--- src/rtl/delay_arbiter.sv ---
// delay_arbiter: round-robin owner selection for the shared game delay timer.
// A 2 kHz tick is derived from clk_50M by a DIV-cycle prescaler; the granted
// requester's duration is counted down in ticks and a one-cycle done pulse is
// returned to it. Grant and done are registered one cycle behind the FSM state,
// so grant rises as RUN (or DONE for a zero delay) is entered and falls the
// edge after done.

// Per-requester output slot: registered grant and done bits for one requester.
module delay_arbiter_lane (
  input  logic clk_50M,
  input  logic i_Reset,
  input  logic sel,
  input  logic grant_en,
  input  logic done_en,
  output logic grant,
  output logic done
);

  // Grant and done follow the shared enables only when this slot is the owner.
  always_ff @(posedge clk_50M or negedge i_Reset) begin
    if (!i_Reset) begin
      grant <= 1'b0;
      done  <= 1'b0;
    end else begin
      grant <= grant_en & sel;
      done  <= done_en & sel;
    end
  end

endmodule

module delay_arbiter #(
  parameter int N_REQ = 3,
  parameter int WIDTH = 12,
  parameter int DIV   = 25000
) (
  input  logic                   clk_50M,
  input  logic                   i_Reset,
  input  logic [N_REQ-1:0]       i_Req,
  input  logic [N_REQ*WIDTH-1:0] i_Dur,
  output logic [N_REQ-1:0]       o_Grant,
  output logic [N_REQ-1:0]       o_Done,
  output logic                   o_Busy,
  output logic [WIDTH-1:0]       o_Count,
  output logic                   o_Tick
);

  localparam int IW = $clog2(N_REQ);
  localparam int PW = (DIV > 1) ? $clog2(DIV) : 1;
  localparam logic [PW-1:0] PRE_LAST = PW'(DIV - 1);

  typedef enum logic [1:0] {S_IDLE, S_LOAD, S_RUN, S_DONE} state_t;

  state_t          state_q, state_d;
  logic [IW-1:0]   ptr_q, idx_q, win_idx;
  logic            win_vld;
  logic [PW-1:0]   presc_q;
  logic [WIDTH-1:0] count_q;
  logic [WIDTH-1:0] dur_sel;
  logic            abort, tick_hit, grant_en, done_en;

  assign dur_sel  = i_Dur[int'(idx_q)*WIDTH +: WIDTH];
  assign abort    = ((state_q == S_LOAD) || (state_q == S_RUN)) && !i_Req[idx_q];
  assign tick_hit = (presc_q == PRE_LAST);
  assign grant_en = (state_q != S_IDLE) && !abort;
  assign done_en  = (state_q == S_DONE);
  assign o_Count  = count_q;

  // Round-robin pick: first requester after the pointer, wrapping.
  always_comb begin
    win_vld = 1'b0;
    win_idx = ptr_q;
    for (int i = 1; i <= N_REQ; i++) begin
      if (!win_vld && i_Req[(int'(ptr_q) + i) % N_REQ]) begin
        win_vld = 1'b1;
        win_idx = IW'((int'(ptr_q) + i) % N_REQ);
      end
    end
  end

  // State register.
  always_ff @(posedge clk_50M or negedge i_Reset) begin
    if (!i_Reset) state_q <= S_IDLE;
    else          state_q <= state_d;
  end

  // Next-state logic; an owner dropping its request aborts back to IDLE.
  always_comb begin
    state_d = state_q;
    case (state_q)
      S_IDLE: if (win_vld) state_d = S_LOAD;
      S_LOAD: begin
        if (abort)               state_d = S_IDLE;
        else if (dur_sel == '0)  state_d = S_DONE;
        else                     state_d = S_RUN;
      end
      S_RUN: begin
        if (abort)                                   state_d = S_IDLE;
        else if (tick_hit && count_q == WIDTH'(1))   state_d = S_DONE;
      end
      S_DONE: state_d = S_IDLE;
      default: state_d = S_IDLE;
    endcase
  end

  // Pointer, owner index, prescaler, tick counter, busy and tick pulse.
  always_ff @(posedge clk_50M or negedge i_Reset) begin
    if (!i_Reset) begin
      ptr_q   <= IW'(N_REQ - 1);
      idx_q   <= '0;
      presc_q <= '0;
      count_q <= '0;
      o_Tick  <= 1'b0;
      o_Busy  <= 1'b0;
    end else begin
      o_Busy <= (state_d != S_IDLE);
      o_Tick <= 1'b0;
      case (state_q)
        S_IDLE: begin
          presc_q <= '0;
          count_q <= '0;
          if (win_vld) begin
            idx_q <= win_idx;
            ptr_q <= win_idx;
          end
        end
        S_LOAD: begin
          presc_q <= '0;
          count_q <= abort ? '0 : dur_sel;
        end
        S_RUN: begin
          if (abort) begin
            presc_q <= '0;
            count_q <= '0;
          end else if (tick_hit) begin
            presc_q <= '0;
            o_Tick  <= 1'b1;
            if (count_q != '0) count_q <= count_q - WIDTH'(1);
          end else begin
            presc_q <= presc_q + PW'(1);
          end
        end
        default: begin
          presc_q <= '0;
          count_q <= '0;
        end
      endcase
    end
  end

  // One output slot per requester.
  for (genvar r = 0; r < N_REQ; r++) begin : g_lane
    delay_arbiter_lane u_lane (
      .clk_50M  (clk_50M),
      .i_Reset  (i_Reset),
      .sel      (idx_q == IW'(r)),
      .grant_en (grant_en),
      .done_en  (done_en),
      .grant    (o_Grant[r]),
      .done     (o_Done[r])
    );
  end

endmodule

--- config.mk ---
export PLATFORM = sky130hd
export DESIGN_NAME = delay_arbiter
export DESIGN_NICKNAME = d
export VERILOG_FILES = /design/src/rtl/delay_arbiter.sv
export SDC_FILE = /design/constraint.sdc
export NUM_CORES = 1
export LEC_CHECK = 0
export ABC_AREA = 1
export BUFFER_PORTS_ARGS = -buffer_cell sky130_fd_sc_hd__buf_2
export CAP_MARGIN = 0
export CORE_AREA = 10 10 84 86
export CTS_CLUSTER_DIAMETER = 100
export CTS_CLUSTER_SIZE = 14
export DETAILED_ROUTE_END_ITERATION = 8
export DIE_AREA = 0 0 94 96
export PLACE_DENSITY = 0.85
export SLEW_MARGIN = 20
export SYNTH_ARGS = -nofsm -noshare
export SYNTH_HDL_FRONTEND = slang
export SYNTH_SLANG_ARGS = --single-unit
--- constraint.sdc ---
create_clock -name clk_50M -period 2.11 [get_ports clk_50M]
set_input_delay 0.211 -clock clk_50M [delete_from_list [all_inputs] [get_ports clk_50M]]
set_output_delay 0.211 -clock clk_50M [all_outputs]
set_load 0.02 [all_outputs]
Yosys cells after proc, flatten, opt, wreduce, memory -nomap -nowiden
Cells that the tools add are included. W data, S select, Z words.

$add $sub $neg: 5. Multiply operators: 1. Div/mod/pow operators: 3. Order comparisons: 4. Eq/ne operators: 9. Shift operators: 1. Mux-type cells: 34. Bitwise operators: 6. Reduce and logical (&&, ||, !) cells: 18.

Operator list (count): $lt A32 B4 Y1 const B (3); $mod A32 B3 Y32 const B (3); $mux W12 (4); $mux W15 (3); $shiftx A36 B7 Y12 (1); $pmux W12 S2 (1); $add A15 B1 Y15 const B (1); $eq A15 B15 Y1 const B (1); $mux W1 (14); $mux W2 (7); $eq A12 B1 Y1 const B (1); $logic_not A12 Y1 (1); $reduce_bool A12 Y1 (1); $sub A12 B1 Y12 const B (1); $bmux W1 S2 (4); $pmux W2 S4 (1); $add A2 B2 Y3 const B (2); $and A1 B1 Y1 (6); $eq A2 B2 Y1 const B (3); $logic_and A1 B1 Y1 (5); $eq A2 B1 Y1 const B (2); $logic_not A1 Y1 (4); $logic_not A2 Y1 (2); $mul A2 B2 Y4 const B (1); 7 further kinds (9).

Bits in registers: 41. Latch bits: 0. RAM bits: 0. ROM bits: 0. Bits of input ports: 41. Output and inout port bits: 20. Word-level logic and storage cells: 94. Memories: 0.

Logic depth before layout (Yosys ltp)
Word-level depth: 15. Gate-level depth with buffers: 13. Mapped depth without buffers: 13.

Cells and area by module
A second synthesis with hierarchy kept.

Cells, all modules: 414. Area total of the unflattened synthesis: 2763.9 sq um.

Modules (own cells, without submodules): delay_arbiter (times used 1, cells an instance 396, area an instance 2568.7 sq um); delay_arbiter_lane (times used 3, cells an instance 6, area an instance 65.1 sq um).

Least setup slack after synthesis
No wires, ideal clock.

Path type: register to register. Start: register ptr_q[0]. End: register idx_q[1]. Setup time: 0.065 ns. Arrival time: 1.773 ns. Required time: 2.045 ns. Slack: 0.272 ns. Cell stages (with the launch flop): 12. Period minus slack after synthesis: 1.838 ns. Cell sequence: dfrtp_1 -> inv_2 -> clkbuf_1 -> ha_1 -> inv_1 -> nor3_1 -> a21oi_1 -> nand3_1 -> nand2_1 -> nor2_1 -> nand2_1 -> nand2_1.

Cells in the longest elaborated chain, start to end: 13. Elaborated cells between the ends (all ways): 26. Those cells by class: 3 x add/sub; 3 x div; 15 x mux; 5 x reduce/logical.

RTL lines: start: declaration (RTL line 55) `logic [IW-1:0] ptr_q, idx_q, win_idx;`; start signal: assignment (RTL line 109) `ptr_q <= IW'(N_REQ - 1);`; start signal: assignment (RTL line 124) `ptr_q <= win_idx;`; $add A2 B1 Y3 (RTL line 74, 76); $mod A32 B3 Y32 (RTL line 74, 76); $bmux W1 S2 (RTL line 74) `if (!win_vld && i_Req[(int'(ptr_q) + i) % N_REQ]) begin`; $mux W1 (not written as such) (2 in a row) (RTL line 74); $mux W1 (RTL line 74); $logic_not A1 Y1 (RTL line 74); $logic_and A1 B1 Y1 (RTL line 74); $mux W1 (RTL line 74); $logic_not A1 Y1 (RTL line 74); $logic_and A1 B1 Y1 (RTL line 74); $mux W1 (RTL line 74); $reduce_and A2 Y1 (no line); end signal: assignment (RTL line 123) `idx_q <= win_idx;`; end: declaration (RTL line 55).

Parallel ways exist; a longest one is shown, timed or not. The select of a mux whose other input is x is not followed. A chain may end at the register's enable or synchronous reset.

Worst setup path after layout
Start: register ptr_q[1]. End: register idx_q[1].

Same word-level chain as after synthesis.

==> flow_summary.yaml <==
critical_path:
  path_cells: "inv_1 > ha_1 > or2_2 > o21ai_2 > inv_1 > nand3_1 > nand2_2 > nor2_1 > nand2_1 > nand2_1"
  cp.required_ns: 2.35
  slowest_stage: "dfstp_2"
  reg2reg_depth: 10
  cpPeakStageDelay_ns: 0.57
  crit_arrival_ns: 2.27
  path_max_fanout: 5
  critPathTopFamily: "simple AND/OR/NAND/NOR gates"
  crit_path_end_kind: "flop"
  r2r-start: "ptr_q[1]$_DFFE_PN1P_"
  crit_buf_inv: 2
  r2r_end: "idx_q[1]$_DFFE_PN0P_"
  ff2ff_setup_slack_ns: 0.09
  path_class: "flop to flop"
  critPathLaunchType: "flop"
synthesis:
  yosysUniqueCellTypes: 35
  netlist_area_um2: 2870
  synthFlopType: "dfrtp_1"
  synth_edf_count: 0
  synth_top_area_share_pct: 34.0
  syn-num-nets: 479
  synth_area_leaders: "dfrtp_1 34%, nand2_1 17%, nand3_1 9.1%"
  ys_seq_area_share_pct: 34.9
  synth.yosys.warnings: 0
  async_reset_ff_share_pct: 100
  synth_top_area_cell: "dfrtp_1"
  postSynthCellCount: 426
  postSynthAreaPerCell_um2: 6.75
  synth_seq_cells: 40
finish:
  layout_commonest_cell: "nand2_1"
  final_layout_size_suffix_gt1_share_pct: 22.1
  syn2layout_area_growth_pct: 17.2
  nFillCells: 510
  nets: 537
  mostFrequentLayoutCells: "131 x nand2_1, 60 x buf_2, 51 x nand3_1, 51 x nor2_1, 43 x inv_1"
  fin_util_pct: 62.3
  antenna_cells: 0
  fin_area_um2: 3370
  finalNonFillerCells: 557
sta:
  whs_ns: 0.372
  relSlewSlack_pct: 59.9
  post-route-period-util_pct: 95.8
  setup_slack_ns: 0.0890
  setup_viol: 0
  setup_tns_ns: 0
  skew_ns: 0.00519
  hold_viol: 0
  fmax_ghz: 0.495
  period_needed_ns: 2.02
  worstMarginPinSlew_ns: 0.601
  maxSlewViolCount: 0
global_routing:
  grt_max_degree: 29
  antenna_found_initial: 0
  grt_overflow_total: 0
  grt_pass1_vias: 2922
  grt_pass1_wl_um: 12900
  grt_util_all_layers_pct: 17.1
cts:
  cts-root-buf: "clkbuf_8"
  cts_made_buffers: 5
  cts.sinks: 40
  cts_tree: "done"
  clk_latency_ns: 0.30
  ctsHtreeMaxLevel: 2
  clk_pin_slew_ns: 0.08
  clockBufferDepth: 2
  post_cts_buffers: 0
detailed_routing:
  via_per_inst: 5.09
  vias: 2834
  wl_per_cell_um: 13.4
  drt_iter0_markers: 168
  ant_nets: 0
  drc: 0
  firstDrtPassIters: 4
  wl_um: 7450
placed_design:
  place_ws_ns: 0.0582
  dpl_cell_area_um2: 3210
  dp_hpwl_um: 5760
  port_buffers: 60
  dp.cells: 548
  globalplace.congestion: 0.927
pwr:
  ir_worst_vdd_v: 0.000553
  power.density_nw_per_um2: 1270
  p_leak_nw: 1.78
  finalPower_mw: 4.27
flow_run:
  drv_cap: 0
hold_path:
  min_path_cells: 7
  hold_end: "o_Count[2]$_DFFE_PN0P_"
  hold_path.class: "input port to flop"
  min_from: "i_Dur[2]"
die:
  die_y_um: 96
  die_w_um: 94
  die-area_um2: 9020
  initial_utilization_pct: 53.2
  row_count: 27
  core_area_um2: 5410
  top_level_ports: 61
run_status:
  outcome: "complete, no violations"
-- flip-flops by register name, indices dropped and copies added, names as in the netlist --
signal               cells
idx_q                    1
g_lane.u_lane.grant      3
o_Busy                   1
presc_q                 15
o_Tick                   1
g_lane.u_lane.done       3
ptr_q                    2
o_Count                 12
state_q                  2
-- worst max path at each step --
| stage | start | to | slack (ns) | cells after the start |
|---|---|---|---|---|
| final | ptr_q[1]$_DFFE_PN1P_ | idx_q[1]$_DFFE_PN0P_ | 0.09 | 10 |
| after global routing | ptr_q[1]$_DFFE_PN1P_ | o_Busy$_DFF_PN0_ | -0.03 | 11 |
| after CTS | ptr_q[1]$_DFFE_PN1P_ | idx_q[1]$_DFFE_PN0P_ | 0.04 | 11 |
| after detailed placement | ptr_q[1]$_DFFE_PN1P_ | idx_q[1]$_DFFE_PN0P_ | 0.06 | 11 |
| after global placement | ptr_q[1]$_DFFE_PN1P_ | idx_q[1]$_DFFE_PN0P_ | 0.13 | 11 |
| after floorplan | ptr_q[0]$_DFFE_PN0P_ | idx_q[1]$_DFFE_PN0P_ | 0.27 | 11 |
-- worst min-delay path, stage by stage --
cell	delay [ns]
buf_2	0.07
nand2_1	0.05
nand3_1	0.09
nand2_1	0.06
o21ai_1	0.07
nand2_1	0.05
nand2_1	0.05
-- what timing repair did --
action / 4_1_cts / 5_1_grt
gates resized for setup: 0 / 8
hold buffers: 1 / 0
endpoints found under the hold margin: 25 / 0
endpoints found under the setup margin: 0 / 6
-- final cells by class --
type	instances	area [um^2]	share of cell area (%)
Multi-Input combinational cell	320	1610	47.9
Sequential cell	40	1000	29.8
Timing Repair Buffer	68	363	10.8
Inverter	49	184	5.46
Tap cell	72	90.1	2.68
Clock buffer	5	68.8	2.04
Clock inverter	3	46.3	1.37
-- synthesized netlist by cell type (2+ instances only) --
cell	n
nor2_2	4
buf_2	5
nand2_2	4
or2_2	3
buf_4	8
nand2_1	132
nand4_1	5
dfrtp_1	39
ha_1	12
clkbuf_1	2
o21ai_0	3
o21ai_1	9
nand3_1	52
xnor2_1	2
inv_2	6
o211ai_1	2
nor2_1	53
nor3_1	16
inv_1	43
xor2_1	6
a21oi_1	6
-- power by group --
part / internal [mW] / total, mW / switching [mW]
logic: 0.868 / 2.57 / 1.70
clock network: 0.356 / 0.655 / 0.299
registers: 0.912 / 1.05 / 0.135
total: 2.14 / 4.27 / 2.13
-- per-layer routing --
layer  share of wire, %  GRT usage, %  vias to the layer above
li1                   -             -                     1453
met1                 46          21.6                     1271
met2                 47          28.6                       98
met3                5.7          4.36                       12
met4                1.5          4.18                        0
met5                  0             0                        -
-- cell families after synthesis --
family,synth area share [%]
adders and majority gates,5.22
DFF,34.9
and+or+nand+nor,41.6
AOI/OAI and AO/OA,5.70
buffers and inverters,10.1
xor gates and xnor gates,2.44
No activity file was read; power rests on OpenSTA's default activity.
